File: src/rtl/instr_fetch_32.sv
// Instruction fetch stage: single-entry hit buffer in front of a request/ack memory port,
// with alignment check, request timeout and synchronous flush.
module instr_fetch_32 #(
    parameter int unsigned TIMEOUT = 16
) (
    input  logic        clk,
    input  logic        reset,
    input  logic [31:0] pc_addr,
    input  logic        pc_valid,
    input  logic        flush,
    output logic        mem_req,
    output logic [31:0] mem_addr,
    input  logic        mem_ack,
    input  logic [31:0] mem_rdata,
    output logic [31:0] instruction,
    output logic        instr_valid,
    output logic        stall,
    output logic        misaligned,
    output logic        fetch_fault
);

    if (TIMEOUT < 2 || TIMEOUT > 255) begin : g_bad_timeout
        $error("instr_fetch_32: TIMEOUT must be in 2..255");
    end

    localparam logic [7:0] CntLast = 8'(TIMEOUT - 1);

    typedef enum logic [0:0] {
        StIdle,
        StReq
    } state_e;

    state_e      r_state;
    logic        r_mem_req;
    logic [31:0] r_mem_addr;
    logic [31:0] r_instruction;
    logic        r_instr_valid;
    logic        r_misaligned;
    logic        r_fetch_fault;
    logic        r_buf_valid;
    logic [31:0] r_buf_tag;
    logic [31:0] r_buf_data;
    logic [7:0]  r_cnt;

    state_e      w_state_nxt;
    logic        w_mem_req_nxt;
    logic [31:0] w_mem_addr_nxt;
    logic [31:0] w_instruction_nxt;
    logic        w_instr_valid_nxt;
    logic        w_misaligned_nxt;
    logic        w_fetch_fault_nxt;
    logic        w_buf_valid_nxt;
    logic [31:0] w_buf_tag_nxt;
    logic [31:0] w_buf_data_nxt;
    logic [7:0]  w_cnt_nxt;

    logic        w_aligned;
    logic        w_hit;

    assign w_aligned = (pc_addr[1:0] == 2'b00);
    assign w_hit     = r_buf_valid && (pc_addr == r_buf_tag);

    always_comb begin
        w_state_nxt       = r_state;
        w_mem_req_nxt     = r_mem_req;
        w_mem_addr_nxt    = r_mem_addr;
        w_instruction_nxt = r_instruction;
        w_instr_valid_nxt = 1'b0;
        w_misaligned_nxt  = 1'b0;
        w_fetch_fault_nxt = 1'b0;
        w_buf_valid_nxt   = r_buf_valid;
        w_buf_tag_nxt     = r_buf_tag;
        w_buf_data_nxt    = r_buf_data;
        w_cnt_nxt         = r_cnt;

        if (flush) begin
            // Flush overrides everything, including an ack or new PC in the same cycle.
            w_state_nxt     = StIdle;
            w_mem_req_nxt   = 1'b0;
            w_buf_valid_nxt = 1'b0;
            w_cnt_nxt       = 8'd0;
        end else begin
            case (r_state)
                StIdle: begin
                    if (pc_valid) begin
                        if (!w_aligned) begin
                            w_misaligned_nxt = 1'b1;
                        end else if (w_hit) begin
                            w_instruction_nxt = r_buf_data;
                            w_instr_valid_nxt = 1'b1;
                        end else begin
                            w_mem_addr_nxt = {pc_addr[31:2], 2'b00};
                            w_mem_req_nxt  = 1'b1;
                            w_cnt_nxt      = 8'd0;
                            w_state_nxt    = StReq;
                        end
                    end
                end
                StReq: begin
                    // Ack is checked first so it wins over a simultaneous timeout.
                    if (mem_ack) begin
                        w_instruction_nxt = mem_rdata;
                        w_buf_data_nxt    = mem_rdata;
                        w_buf_tag_nxt     = r_mem_addr;
                        w_buf_valid_nxt   = 1'b1;
                        w_instr_valid_nxt = 1'b1;
                        w_mem_req_nxt     = 1'b0;
                        w_state_nxt       = StIdle;
                    end else if (r_cnt == CntLast) begin
                        w_fetch_fault_nxt = 1'b1;
                        w_mem_req_nxt     = 1'b0;
                        w_buf_valid_nxt   = 1'b0;
                        w_state_nxt       = StIdle;
                    end else if (r_cnt != 8'hFF) begin
                        w_cnt_nxt = r_cnt + 8'd1;
                    end
                end
                default: begin
                    w_state_nxt   = StIdle;
                    w_mem_req_nxt = 1'b0;
                end
            endcase
        end
    end

    always_ff @(posedge clk or posedge reset) begin
        if (reset) begin
            r_state       <= StIdle;
            r_mem_req     <= 1'b0;
            r_mem_addr    <= 32'd0;
            r_instruction <= 32'd0;
            r_instr_valid <= 1'b0;
            r_misaligned  <= 1'b0;
            r_fetch_fault <= 1'b0;
            r_buf_valid   <= 1'b0;
            r_buf_tag     <= 32'd0;
            r_buf_data    <= 32'd0;
            r_cnt         <= 8'd0;
        end else begin
            r_state       <= w_state_nxt;
            r_mem_req     <= w_mem_req_nxt;
            r_mem_addr    <= w_mem_addr_nxt;
            r_instruction <= w_instruction_nxt;
            r_instr_valid <= w_instr_valid_nxt;
            r_misaligned  <= w_misaligned_nxt;
            r_fetch_fault <= w_fetch_fault_nxt;
            r_buf_valid   <= w_buf_valid_nxt;
            r_buf_tag     <= w_buf_tag_nxt;
            r_buf_data    <= w_buf_data_nxt;
            r_cnt         <= w_cnt_nxt;
        end
    end

    assign stall = (r_state == StReq) ||
                   ((r_state == StIdle) && pc_valid && w_aligned && !w_hit && !flush);

    assign mem_req     = r_mem_req;
    assign mem_addr    = r_mem_addr;
    assign instruction = r_instruction;
    assign instr_valid = r_instr_valid;
    assign misaligned  = r_misaligned;
    assign fetch_fault = r_fetch_fault;

endmodule

File: config.mk
export PLATFORM = sky130hd
export DESIGN_NAME = instr_fetch_32
export DESIGN_NICKNAME = d
export VERILOG_FILES = /design/src/rtl/instr_fetch_32.sv
export SDC_FILE = /design/constraint.sdc
export NUM_CORES = 1
export LEC_CHECK = 0
export ABC_CLOCK_PERIOD_IN_PS = 12100
export CAP_MARGIN = 10
export CORE_MARGIN = 3
export CORE_UTILIZATION = 39
export CTS_BUF_LIST = sky130_fd_sc_hd__clkbuf_4
export DETAILED_ROUTE_END_ITERATION = 6
export PLACE_DENSITY_LB_ADDON = 0.1
export SYNTH_ARGS = -nofsm -noshare
export SYNTH_HDL_FRONTEND = slang
export SYNTH_SLANG_ARGS = --single-unit
File: constraint.sdc
create_clock -name clk -period 12.1 [get_ports clk]
set_clock_uncertainty 0.05 [all_clocks]
set_input_delay 2.42 -clock clk [delete_from_list [all_inputs] [get_ports clk]]
set_output_delay 2.42 -clock clk [all_outputs]
set_load 0.1 [all_outputs]
==> results of run 1 <==
worst max-delay path, delay by kind of cell:
| family | cells | cell delay, ns |
|---|---|---|
| xor gates and xnor gates | 1 | 0.25 |
| buffers and inverters | 2 | 1.43 |
| and+or+nand+nor | 5 | 1.29 |
metal layers:
metal | GRT usage, % | vias to the layer above
li1 | - | 1800
met1 | 20.3 | 1936
met2 | 24.6 | 95
met3 | 5.44 | 13
met4 | 4.50 | 0
met5 | 0 | -
power by group:
group	switching, µW	total, µW	internal [µW]
Combinational	438	662	224
Clock	168	412	244
Sequential	63.9	626	563
Total	670	1700	1030
cell type report:
| class | count | area (µm²) |
|---|---|---|
| fillers | 1337 | 7270 |
| clock buffers | 17 | 128 |
| multi-input cells | 266 | 2630 |
| well taps | 211 | 264 |
| inverters | 5 | 23.8 |
| flip-flops and latches | 138 | 3450 |
| clock inverters | 15 | 277 |
| repair buffers | 139 | 1380 |
sequential cells by signal, indices dropped and copies added, names as in the netlist:
register	cells
instr_valid	1
mem_req	1
r_state	1
r_buf_tag	30
r_buf_valid	1
mem_addr	30
instruction	32
r_buf_data	32
fetch_fault	1
r_cnt	8
misaligned	1
Yosys cell counts, types with 3 or more instances:
master,count
dfrtp_1,138
or2_2,3
o21ai_0,3
nand3_1,5
nor2_1,9
nand2_1,6
buf_6,4
buf_2,7
a31oi_1,4
nand4_1,8
a21oi_1,10
clkbuf_1,4
xnor2_1,30
inv_1,5
mux2_4,28
mux2_2,128
and3_1,4
path summary, 6_finish.rpt:
check,from,endpoint,slack (ns),depth (start not counted)
setup / recovery,pc_addr[2],stall,4.23,8
hold / removal,r_buf_data[26],r_buf_data[26],0.46,1
setup reg to reg,r_state,instruction[27],9.19,6
hold reg to reg,r_buf_data[26],r_buf_data[26],0.46,1
max in group asynchronous,reset,instruction[27],8.35,3
min in group asynchronous,reset,r_buf_data[11],2.24,2
cell families after synthesis:
group	after synthesis
flops	138
xor+xnor	30
fa+ha+maj	1
compound gates	28
mux	156
buf+inv	26
other cells	1
simple gates	49
through the flow:
step           area (µm²)  power [µW]  instances  utilization (%)
2_1_floorplan        6270        1140        430                -
3_3_place_gp         7750        1290        759             50.2
3_5_place_dp         7750        1300        759             50.2
4_1_cts              8150        1720        791             52.9
5_1_grt              8150        1770        791             52.9
6_report             8150        1700        791             52.9
==> impl_metrics.json, run 1 <==
{
  "fin_crit_sh_pct": 65.0,
  "antenna_found_initial": 0,
  "synth-seq-cells": 138,
  "slowest_delay_ns": 0.98,
  "synth_adder_area_share_pct": 0.200,
  "grt_max_degree": 74,
  "leakagePower_uw": 0.00354,
  "first_iter_violations": 150,
  "die_area_mm2": 0.0176,
  "arrival_ns": 5.40,
  "crit_fanout": 5,
  "gp_congestion": 0.798,
  "wl_met2_um": 6310,
  "cts_tree": "yes",
  "whs_ns": 0.464,
  "cts-hold-fix-buffers": 0,
  "cts_buffers": 17,
  "dpl_worst_slack_ns": 4.23,
  "cts_setup_buffers": 0,
  "cts_sinks": 138,
  "n_antenna_cell": 0,
  "finalWirelength_um": 13300,
  "slew_viol_final": 0,
  "synth_mux_area_share_pct": 29.7,
  "die_w_um": 133,
  "synthToLayoutAreaGrowth_pct": 30.2,
  "fmax_ghz": 0.127,
  "yosys.area_share.simple_pct": 4.66,
  "synth_xor_area_share_pct": 4.20,
  "slew_headroom_pct": 32.0,
  "powerDensity_mw_per_mm2": 209,
  "mostFrequentLayoutCell": "dfrtp_1",
  "start_kind": "primary input",
  "crit_required_ns": 9.63,
  "drive_above_1_share_pct": 34.3,
  "firstDrtPassIters": 6,
  "crit_type": "primary input to output pin",
  "hold_class": "flip-flop to flip-flop",
  "netlist_top_cells_area": "dfrtp_1, mux2_2, mux2_4",
  "wl_per_cell_um": 16.8,
  "avgSynthCellArea_um2": 14.6,
  "ys_warn_count": 0,
  "worst_pin_slew_ns": 1.02,
  "tns_ns": 0,
  "met3RoutedLength_um": 802,
  "synth_top_family_by_area": "multiplexers",
  "rsz0062_at_grt": "no",
  "htreeDepth": 4,
  "drt-met1-wl_um": 6040,
  "drc": 0,
  "cts_buffer_depth": 2,
  "final-hold-violation-count": 0,
  "initial_core_util_pct": 40.6,
  "async_flop_share_pct": 100,
  "final_nets": 637,
  "chipHeight_um": 133,
  "hpwl_um": 8930,
  "io-pin-count": 138,
  "port_buffers": 135,
  "synthesis.area_mm2": 0.00626,
  "cp_cell_sequence": "clkdlybuf4s50_1 -> xnor2_1 -> nand4_1 -> nor4_2 -> nand2_2 -> nor2b_4 -> or2_2 -> clkdlybuf4s50_1",
  "clock_latency_ns": 0.54,
  "std_cell_rows": 45,
  "cp_slowest_cell": "clkdlybuf4s50_1",
  "synth_top_area_share_pct": 55.1,
  "vdd_drop_max_v": 0.000157,
  "synth_cell_types": 42,
  "ys.flop_type": "dfrtp_1",
  "cp_common_cell": "clkdlybuf4s50_1",
  "ctsResizeCount": 0,
  "vias_per_cell": 4.86,
  "synth_compound_area_share_pct": 3.02,
  "gr-total-overflow": 0,
  "grt_pass1_vias": 4055,
  "grt_pass1_wl_um": 21600,
  "grt_use_total_pct": 15.5,
  "cp-end-kind": "output pin",
  "cap_viol_max_count": 0,
  "synthCells": 429,
  "finalWorstSetupSlack_ns": 4.23,
  "ant_nets": 0,
  "cts_root_buffer": "clkbuf_4",
  "synth.largest_area_cell": "dfrtp_1",
  "core_mm2": 0.0154,
  "routed.top_layer": "met4",
  "finalCriticalPeriod_ns": 7.87,
  "final-setup-viol-count": 0,
  "synth-edff-count": 0,
  "ys_seq_area_share_pct": 55.1,
  "final_cell_mix": "dfrtp_1, clkdlybuf4s50_1, mux2_2",
  "dr_total_vias": 3844,
  "clk_pin_slew_ns": 0.11,
  "status": "finished clean"
}
Power figures use the tool's default switching activity.
==> run 2: changes to the inputs <==
--- a/config.mk
+++ b/config.mk
@@ -5,7 +5,7 @@
 export SDC_FILE = /design/constraint.sdc
 export NUM_CORES = 1
 export LEC_CHECK = 0
-export ABC_CLOCK_PERIOD_IN_PS = 12100
+export ABC_CLOCK_PERIOD_IN_PS = 7600
 export CAP_MARGIN = 10
 export CORE_MARGIN = 3
 export CORE_UTILIZATION = 39
==> constraint.sdc (replaced) <==
create_clock -name clk -period 7.6 [get_ports clk]
set_clock_uncertainty 0.05 [all_clocks]
set_input_delay 1.52 -clock clk [delete_from_list [all_inputs] [get_ports clk]]
set_output_delay 1.52 -clock clk [all_outputs]
set_load 0.1 [all_outputs]
==> impl_metrics.json, run 2 (synthesis results as in run 1) <==
{
  "status": "finished clean",
  "worst_pin_slew_ns": 1.02,
  "fin_crit_sh_pct": 69.5,
  "vias_per_cell": 4.93,
  "cts_tree": "yes",
  "firstDrtPassIters": 4,
  "switching_share_pct": 41.5,
  "clock_latency_ns": 0.53,
  "port_buffers": 135,
  "vdd_drop_max_v": 0.000151,
  "cts-hold-fix-buffers": 0,
  "cpLargestDelayFamily": "simple AND/OR/NAND/NOR gates",
  "std_cell_rows": 45,
  "io-pin-count": 138,
  "clk_pin_slew_ns": 0.11,
  "rsz0062_at_grt": "no",
  "use_met3_pct": 5.48,
  "power_frac_clock_pct": 19.4,
  "fmax_ghz": 0.189,
  "path_buf_inv": 2,
  "top_usage_layer": "met2",
  "htreeDepth": 4,
  "dpl_worst_slack_ns": 2.32,
  "wl_per_cell_um": 16.9,
  "cts_root_buffer": "clkbuf_4",
  "drive_above_1_share_pct": 34.8,
  "die_area_mm2": 0.0176,
  "final_cell_mix": "dfrtp_1, clkdlybuf4s50_1, mux2_2",
  "grt_pass1_vias": 4120,
  "whs_ns": 0.463,
  "hpwl_um": 8980,
  "cap_viol_max_count": 0,
  "start_kind": "primary input",
  "first_iter_violations": 254,
  "drc": 0,
  "pwr-share-comb_pct": 41.4,
  "arrival_ns": 3.71,
  "final_nets": 637,
  "gp_congestion": 0.819,
  "slew_viol_final": 0,
  "cp-end-kind": "output pin",
  "cts_setup_buffers": 0,
  "final-hold-violation-count": 0,
  "p_int_uw": 1490,
  "antenna_found_initial": 0,
  "final-setup-viol-count": 0,
  "power_switching_uw": 1060,
  "grt_pass1_wl_um": 22400,
  "cp_slowest_cell": "clkdlybuf4s50_1",
  "cts_buffers": 17,
  "grt_max_degree": 87,
  "ctsResizeCount": 0,
  "grt_util_met1_pct": 20.9,
  "dr_total_vias": 3896,
  "chipHeight_um": 133,
  "finalWorstSetupSlack_ns": 2.32,
  "crit_fanout": 5,
  "ant_nets": 0,
  "use_met2_pct": 25.7,
  "cts_sinks": 138,
  "cp_cell_sequence": "clkdlybuf4s50_1 -> xnor2_1 -> nand4_1 -> nor4_2 -> nand2_2 -> nor2b_4 -> or2_2 -> buf_4",
  "gr-total-overflow": 0,
  "grt_use_total_pct": 16.1,
  "n_antenna_cell": 0,
  "place_inst": 759,
  "mostFrequentLayoutCell": "dfrtp_1",
  "leakagePower_uw": 0.00350,
  "crit_type": "primary input to output pin",
  "tns_ns": 0,
  "hold_class": "flip-flop to flip-flop",
  "core_mm2": 0.0154,
  "initial_core_util_pct": 40.6,
  "finalWirelength_um": 13300,
  "p_seq_share_pct": 39.2,
  "finalCriticalPeriod_ns": 5.28,
  "synthToLayoutAreaGrowth_pct": 28.3,
  "slowest_delay_ns": 0.51,
  "crit_required_ns": 6.03,
  "final_cells": 791,
  "powerDensity_mw_per_mm2": 317,
  "die_w_um": 133,
  "slew_headroom_pct": 31.8,
  "cts_buffer_depth": 2
}
## run 2: worst paths after layout
path | from | endpoint | slack (ns) | depth (start not counted)
setup reg to reg | r_state | instruction[0] | 4.74 | 6
min in group asynchronous | reset | instruction[19] | 1.45 | 2
max in group asynchronous | reset | r_buf_tag[25] | 4.90 | 3
hold / removal | r_buf_data[1] | r_buf_data[1] | 0.46 | 1
hold reg to reg | r_buf_data[1] | r_buf_data[1] | 0.46 | 1
setup / recovery | pc_addr[2] | stall | 2.32 | 8
## run 2: per-stage QoR
| stage | area (µm²) | util (%) | total power [µW] |
|---|---|---|---|
| 2_1_floorplan | 6270 | - | 1810 |
| 3_3_place_gp | 7750 | 50.2 | 2060 |
| 3_5_place_dp | 7750 | 50.2 | 2080 |
| 4_1_cts | 8030 | 52.1 | 2580 |
| 5_1_grt | 8030 | 52.1 | 2670 |
| 6_report | 8030 | 52.1 | 2540 |
## run 2: area by class of cell
type	count	area, µm²
fill	1356	7390
inverter	5	23.8
clock buffer	21	158
sequential	138	3450
timing repair buffer	139	1380
clock inverter	11	128
multi-input combinational	266	2630
tap	211	264
## run 2: layer usage
layer / share of wire (%) / up-vias
li1: - / 1803
met1: 44 / 1977
met2: 48 / 102
met3: 6.3 / 14
met4: 1.2 / 0
met5: 0 / -
## run 2: power by group through the flow
stage	Clock (µW)	Sequential [µW]	Combinational, µW
after floorplan	0	1530	283
after global placement	0	1010	1050
after detailed placement	0	1010	1060
after CTS	516	1000	1060
after global routing	548	1020	1100
final	493	997	1050
==> run 3: changes to the inputs <==
--- a/config.mk
+++ b/config.mk
@@ -5,7 +5,7 @@
 export SDC_FILE = /design/constraint.sdc
 export NUM_CORES = 1
 export LEC_CHECK = 0
-export ABC_CLOCK_PERIOD_IN_PS = 7600
+export ABC_CLOCK_PERIOD_IN_PS = 4700
 export CAP_MARGIN = 10
 export CORE_MARGIN = 3
 export CORE_UTILIZATION = 39
==> constraint.sdc (replaced) <==
create_clock -name clk -period 4.7 [get_ports clk]
set_clock_uncertainty 0.05 [all_clocks]
set_input_delay 0.94 -clock clk [delete_from_list [all_inputs] [get_ports clk]]
set_output_delay 0.94 -clock clk [all_outputs]
set_load 0.1 [all_outputs]
==> impl_metrics.json, run 3 (synthesis results as in run 1) <==
{
  "status": "finished clean",
  "cts_root_buffer": "clkbuf_4",
  "rsz0062_at_grt": "no",
  "grt_max_degree": 105,
  "tns_ns": 0,
  "start_kind": "primary input",
  "die_w_um": 133,
  "switching_share_pct": 42.2,
  "place_area_mm2": 0.00777,
  "gr-total-overflow": 0,
  "slew_viol_final": 0,
  "synthToLayoutAreaGrowth_pct": 27.7,
  "power_frac_clock_pct": 16.6,
  "chipHeight_um": 133,
  "crit_required_ns": 3.71,
  "final-setup-viol-count": 0,
  "fin_total_pwr_uw": 3980,
  "clk_pin_slew_ns": 0.10,
  "cts_setup_buffers": 0,
  "vdd_drop_max_v": 0.000251,
  "hold_end": "r_cnt[0]",
  "core_mm2": 0.0154,
  "final_area_mm2": 0.00799,
  "regArea_mm2": 0.00345,
  "finalCriticalPeriod_ns": 4.02,
  "clock_latency_ns": 0.52,
  "wl_per_cell_um": 16.7,
  "initial_core_util_pct": 40.6,
  "fmax_ghz": 0.249,
  "cts_buffers": 17,
  "gp_congestion": 0.837,
  "cts_tree": "yes",
  "cpLargestDelayFamily": "simple AND/OR/NAND/NOR gates",
  "worst-r2r-cell-count": 7,
  "r2r_start": "r_buf_tag[17]",
  "whs_ns": 0.458,
  "p_int_uw": 2300,
  "nFillCells": 1410,
  "dr_total_vias": 3831,
  "finalWirelength_um": 13200,
  "path_buf_inv": 2,
  "final_nets": 639,
  "fin_crit_sh_pct": 85.6,
  "io-pin-count": 138,
  "grt_pass1_vias": 4070,
  "drive_above_1_share_pct": 34.2,
  "final-hold-violation-count": 0,
  "crit_fanout": 5,
  "drc": 0,
  "cts_sinks": 138,
  "port_buffers": 135,
  "min_from": "r_cnt[0]",
  "htreeDepth": 4,
  "cap_viol_max_count": 0,
  "rrSetupSlack_ns": 2.15,
  "n_antenna_cell": 0,
  "grt_use_total_pct": 15.7,
  "reg2reg_to": "instruction[1]",
  "firstDrtPassIters": 4,
  "leakagePower_uw": 0.00347,
  "ctsResizeCount": 0,
  "arrival_ns": 3.03,
  "antenna_found_initial": 0,
  "multi_input_area_mm2": 0.00263,
  "final_cell_mix": "dfrtp_1, clkdlybuf4s50_1, mux2_2",
  "slew_headroom_pct": 32.1,
  "hold_class": "flip-flop to flip-flop",
  "first_iter_violations": 172,
  "vias_per_cell": 4.85,
  "worstHoldPathCells": 1,
  "cp_cell_sequence": "clkdlybuf4s50_1 -> xnor2_1 -> nand4_1 -> nor4_2 -> nand2_2 -> nor2b_4 -> or2_2 -> buf_12",
  "die_area_mm2": 0.0176,
  "hpwl_um": 9090,
  "cp-end-kind": "output pin",
  "std_cell_rows": 45,
  "mostFrequentLayoutCell": "dfrtp_1",
  "powerDensity_mw_per_mm2": 498,
  "worst_pin_slew_ns": 1.02,
  "cp_slowest_cell": "clkdlybuf4s50_1",
  "ant_nets": 0,
  "cts-hold-fix-buffers": 0,
  "grt_pass1_wl_um": 21900,
  "crit_type": "primary input to output pin",
  "slowest_delay_ns": 0.51,
  "pwr-share-comb_pct": 42.9,
  "power_switching_uw": 1680,
  "cts_buffer_depth": 2,
  "p_seq_share_pct": 40.5
}
-- run 3: changes by cell type in the layout (fill, tap and decap cells not counted) --
cell	previous run	this run
buf_12	0	1
buf_4	5	6
bufinv_16	3	1
clkbuf_4	21	22
clkinv_1	2	5
clkinv_2	6	1
-- run 3: worst max-delay path by stage --
| stage | cells past startpoint | from | end |
|---|---|---|---|
| after floorplan | 1 | reset | fetch_fault |
| after CTS | 8 | pc_addr[2] | stall |
| after global routing | 8 | pc_addr[2] | stall |
| final | 8 | pc_addr[2] | stall |
| after detailed placement | 8 | pc_addr[2] | stall |
| after global placement | 8 | pc_addr[2] | stall |
-- run 3: layer usage --
layer	GRT usage [%]	vias to the layer above	wire length [µm]
li1	-	1806	-
met1	20.6	1924	5870
met2	24.6	90	6460
met3	5.48	11	763
met4	4.68	0	125
met5	0	-	0
-- run 3: final cells by class --
| type | count | area share (%) |
|---|---|---|
| flip-flops and latches | 138 | 43.2 |
| multi-input cells | 266 | 32.9 |
| repair buffers | 141 | 17.6 |
| well taps | 211 | 3.30 |
| clock buffers | 22 | 2.07 |
| clock inverters | 7 | 0.673 |
| inverters | 5 | 0.297 |
-- run 3: per-stage QoR --
step,utilization [%],cells,worst slack [ns]
3_5_place_dp,50.4,761,0.648
6_report,51.8,790,0.677
3_3_place_gp,50.4,761,0.671
2_1_floorplan,-,430,0.0138
5_1_grt,51.8,790,0.550
4_1_cts,51.8,790,0.645
-- run 3: power by group through the flow --
stage	clock network [µW]	logic (µW)	registers, µW
floorplan	0	458	2470
global placement	0	1700	1630
detailed placement	0	1720	1640
CTS	696	1720	1620
global route	750	1770	1650
finish	662	1710	1610
